<file path="src/rtl/instruction_loader.sv">
// Instruction loader: streams a big-endian byte image into the MIPS instruction
// memory while holding the core in reset, then releases the core to run.
//
// state | meaning
// ------+--------------------------------------------------------------
// IDLE  | after reset; core held in reset, waiting for load_start
// LOAD  | accepting bytes, assembling words, writing each completed word
// DRAIN | final word's write strobe is out; core still held in reset
// RUN   | core released; a new load_start may begin another session
module instruction_loader (
    input  logic        clk,
    input  logic        rst,
    input  logic        load_start,
    input  logic [8:0]  word_count,
    input  logic        byte_valid,
    input  logic [7:0]  byte_data,
    output logic        byte_ready,
    output logic        imem_we,
    output logic [7:0]  imem_addr,
    output logic [31:0] imem_wdata,
    output logic        cpu_rst,
    output logic        busy,
    output logic        done
);

    typedef enum logic [1:0] {IDLE, LOAD, DRAIN, RUN} state_t;

    state_t      state;
    state_t      state_next;
    logic [7:0]  word_idx;
    logic [7:0]  last_idx;
    logic [1:0]  byte_cnt;
    logic [23:0] partial;
    logic        start_ok;
    logic        accept;
    logic        word_end;
    logic        final_word;

    // load_start is only honoured outside an active session
    assign start_ok   = load_start && ((state == IDLE) || (state == RUN));
    assign accept     = byte_valid && byte_ready;
    assign word_end   = accept && (byte_cnt == 2'd3);
    assign final_word = word_end && (word_idx == last_idx);

    assign byte_ready = (state == LOAD);
    assign busy       = (state == LOAD) || (state == DRAIN);
    assign cpu_rst    = (state != RUN);

    // state register
    always_ff @(posedge clk) begin
        if (rst) begin
            state <= IDLE;
        end else begin
            state <= state_next;
        end
    end

    // next-state decode; an empty image skips straight to RUN
    always_comb begin
        state_next = state;
        case (state)
            IDLE, RUN: begin
                if (start_ok) begin
                    state_next = (word_count == 9'd0) ? RUN : LOAD;
                end
            end
            LOAD: begin
                if (final_word) begin
                    state_next = DRAIN;
                end
            end
            DRAIN:   state_next = RUN;
            default: state_next = IDLE;
        endcase
    end

    // byte assembly, word index, registered write strobe and done pulse
    always_ff @(posedge clk) begin
        if (rst) begin
            word_idx   <= 8'd0;
            last_idx   <= 8'd0;
            byte_cnt   <= 2'd0;
            partial    <= 24'd0;
            imem_we    <= 1'b0;
            imem_addr  <= 8'd0;
            imem_wdata <= 32'd0;
            done       <= 1'b0;
        end else begin
            imem_we <= 1'b0;
            done    <= (state == DRAIN);
            if (start_ok) begin
                word_idx <= 8'd0;
                byte_cnt <= 2'd0;
                // counts above 256 are clamped to a full 256-word image
                last_idx <= (word_count >= 9'd256) ? 8'hFF : (word_count[7:0] - 8'd1);
                done     <= (word_count == 9'd0);
            end else if (accept) begin
                byte_cnt <= byte_cnt + 2'd1;
                if (word_end) begin
                    imem_we    <= 1'b1;
                    imem_addr  <= word_idx;
                    imem_wdata <= {partial, byte_data};
                    // the index stops at the last word so it never wraps
                    if (!final_word) begin
                        word_idx <= word_idx + 8'd1;
                    end
                end else begin
                    partial <= {partial[15:0], byte_data};
                end
            end
        end
    end

endmodule

</file>
<file path="config.mk">
export PLATFORM = sky130hd
export DESIGN_NAME = instruction_loader
export DESIGN_NICKNAME = d
export VERILOG_FILES = /design/src/rtl/instruction_loader.sv
export SDC_FILE = /design/constraint.sdc
export NUM_CORES = 1
export LEC_CHECK = 0
export CORE_MARGIN = 4
export CORE_UTILIZATION = 51
export DETAILED_ROUTE_END_ITERATION = 10
export PLACE_DENSITY = 0.85
export REMOVE_ABC_BUFFERS = 1
export SYNTH_ARGS = -nofsm -noshare
export SYNTH_HDL_FRONTEND = slang
export SYNTH_SLANG_ARGS = --single-unit
</file>
<file path="constraint.sdc">
create_clock -name clk -period 2.6 [get_ports clk]
set_clock_uncertainty 0.15 [all_clocks]
set_input_delay 0.52 -clock clk [delete_from_list [all_inputs] [get_ports clk]]
set_output_delay 0.52 -clock clk [all_outputs]
set_load 0.01 [all_outputs]
</file>
==> results.cfg <==
[clock_network]
post_cts_buffers = 0
clock_tree.root_cell = sky130_fd_sc_hd__clkbuf_8
cts-buffers-inserted = 9
max-clock-path-buffers = 2
clkTransAtPathRegs_ns = 0.08
htreeDepth = 3
worstSkewPairLatency_ns = 0.35
tritoncts_clock_tree = done
clock-sinks = 86
post_cts_hold_buffer_count = 0
cts.repair.resized = 0

[pwr]
design_power_total_w = 0.002923
power.share.sequential_pct = 49.7
power.internal_w = 0.002074
ir_drop_mv = 0.4302
p_clk_share_pct = 31.6
power-per-cell-area_nw_per_um2 = 675.9
comb_power_share_pct = 18.8
power.switching_w = 0.0008482
power.share.switching_pct = 29.02
power_leakage_nw = 1.454

[critical_path]
timing.critical_path.required_ns = 1.93
timing.critical_path.from_type = register
timing.critical_path.max_delay_family = buffers and inverters
worst-path-max-fanout = 5
critical_path.n_buffers_inverters = 3
timing.critical_path.arrival_ns = 1.79
slowest_delay_ns = 0.54
critPathSlowestCell = sky130_fd_sc_hd__clkdlybuf4s50_1
timing.setup.critical_path_class = reg -> out
critPathMostFrequentCell = sky130_fd_sc_hd__inv_1
timing.critical_path.cells = inv_1 > ha_1 > inv_1 > clkdlybuf4s50_1
timing.critical_path.to_type = primary output

[placed_design]
placed_cells_incl_taps = 554
hpwl_um = 4912
globalplace.congestion = 0.8165
port-buffer-count = 65

[routing]
wirelength_um = 7216
detail_route.vias_per_cell = 5.311
drt_drc_violations_left = 0
drt_pass1_iterations = 4
routed-via-count = 3027
drt_iter0_drc = 145
wl_per_cell_um = 12.66
ant_nets = 0

[sta]
maxClockFrequency_mhz = 407.3
final_min_period_over_clock_period_pct = 94.43
worstMarginPinSlew_ns = 0.5236
finalSetupTns_ns = 0
setup_repair_after_global_routing_missed_its_margin = no
max-slew-margin-rel_pct = 65.09
timing.final.crit_period_ns = 2.455
hold_ws_ns = 0.3046
drv_slew = 0
final_hold_viol_count = 0
timing.final.setup_violations = 0

[run_status]
status = finished, final reports clean

[die]
floorplan.core_area_um2 = 6422
effective_utilization_at_floorplan_pct = 52.95
die-area_um2 = 8039
die_h_um = 89.66
rows = 29
boundaryPins = 66
die_x_um = 89.66

[yosys]
synth_top_area_cell = sky130_fd_sc_hd__dfxtp_1
syn-cell-area_um2 = 3401
synth.yosys.seq_area_share_pct = 50.63
netlist.area_leader.share_pct = 50.63
per_instance_average_area_after_synthesis_um2 = 7.872
ys_seq_elements = 86
async_flop_share_pct = 0
netlist_instances = 432
yosys-top-cells-count = sky130_fd_sc_hd__nand2_1 (144), sky130_fd_sc_hd__dfxtp_1 (86), sky130_fd_sc_hd__a21oi_1 (72), sky130_fd_sc_hd__clkbuf_1 (22), sky130_fd_sc_hd__nor2_1 (16)
synthTopCellsByArea = sky130_fd_sc_hd__dfxtp_1 (51%), sky130_fd_sc_hd__nand2_1 (16%), sky130_fd_sc_hd__a21oi_1 (11%)
synth_enable_flop_cells = 0
synth_warnings = 0
synth_most_common_cell = sky130_fd_sc_hd__nand2_1
synth_top_flop_cell = sky130_fd_sc_hd__dfxtp_1
post_synth_num_cell_types = 34

[layout]
final_cell_count_no_fill = 570
layout.area.seq_um2 = 1722
fillerInstances = 497
fin_nets = 516
n_antenna_cell = 0
syn2layout_area_growth_pct = 27.15
multi_input_comb_area_um2 = 1551
drive_above_1_share_pct = 5.882

[min_path]
worstHoldPathType = reg -> reg

[global_route]
grt-ovfl-total = 0
grt_pass1_vias = 2844
initial_antenna_violation_count = 0
track_usage_pct = 19.08
grt_pass1_wl_um = 12120
pin_count_of_the_biggest_net_entering_global_routing = 52

[flow_run]
max_cap_viols = 0
-- cells by family (layout without fill, tap and decap cells) --
family / Yosys count / after routing / share of synthesized area [%]
AOI/OAI and AO/OA: 89 / 89 / 14.09
DFF: 86 / 86 / 50.63
xor gates and xnor gates: 15 / 15 / 3.863
adders and majority gates: 7 / 7 / 2.575
buffers and inverters: 35 / 96 / 4.011
and+or+nand+nor: 200 / 200 / 24.84
-- registers in the layout (all words and copies together), names as in the netlist --
name,flops
last_idx,8
byte_cnt,2
done,1
imem_wdata,32
imem_we,1
word_idx,8
partial,24
imem_addr,8
state,2
-- power groups by stage --
| stage | Sequential, W | Clock, W | Combinational [W] |
|---|---|---|---|
| floorplan | 0.00147 | 0 | 0.000333 |
| global placement | 0.00148 | 0 | 0.000531 |
| detailed placement | 0.00148 | 0 | 0.000542 |
| CTS | 0.00145 | 0.000946 | 0.000550 |
| global route | 0.00146 | 0.00100 | 0.000615 |
| finish | 0.00145 | 0.000923 | 0.000549 |
-- cells in the final DEF (no fill, tap or decap), drive strengths merged --
cell           synthesis  routed
xnor2                 11      11
o211ai                 3       3
a311o                  1       1
clkinvlp               0       1
o21ai                  7       7
nor4                   2       2
and2                   3       3
nand4                  4       4
clkbuf                22       9
buf                    6       9
a211oi                 2       2
or3                    4       4
and3                   1       1
a311oi                 1       1
nand2                144     144
bufinv                 0       1
nor3b                  1       1
ha                     7       7
nand3                  6       6
nor2                  16      16
or2                    1       1
a2bb2oi                1       1
o31ai                  1       1
nand2b                 1       1
a21oi                 72      72
clkinv                 0       4
nor3                  13      13
xor2                   4       4
or4                    4       4
inv                    7       8
clkdlybuf4s50          0      64
dfxtp                 86      86
a21o                   1       1
-- per-layer routing --
layer / track usage [%] / wire [um]
met1: 22.34 / 3110
met2: 34.18 / 3589
met3: 3.467 / 397
met4: 7.713 / 118
met5: 0 / 0
-- final cells by class --
class	count	area share, %
repair buffers	73	16.90
clock inverters	7	1.707
flip-flops and latches	86	39.81
clock buffers	9	2.865
well taps	77	2.228
multi-input cells	311	35.88
inverters	7	0.6076
-- per-stage QoR --
step           instance area (um^2)  worst slack (ns)  util [%]
2_1_floorplan                  3291           -0.1183         -
3_3_place_gp                   4126            0.3165     64.25
5_1_grt                        4324           0.04717     67.33
4_1_cts                        4324            0.1399     67.33
6_report                       4324            0.1448     67.33
3_5_place_dp                   4126            0.2090     64.25
-- final timing paths --
kind,start,end,slack [ns],cells past startpoint
worst max-delay path,state[0],busy,0.14,4
worst min-delay path,imem_addr[4],imem_addr[4],0.30,2
worst max register to register,state[1],word_idx[7],0.51,6
worst min register to register,imem_addr[4],imem_addr[4],0.30,2
-- worst min-delay path: stages (launching register included) --
cell,delay [ns]
sky130_fd_sc_hd__dfxtp_1,0.32
sky130_fd_sc_hd__nand2_1,0.05
sky130_fd_sc_hd__a21oi_1,0.05
(Power assumes the default switching activity.)
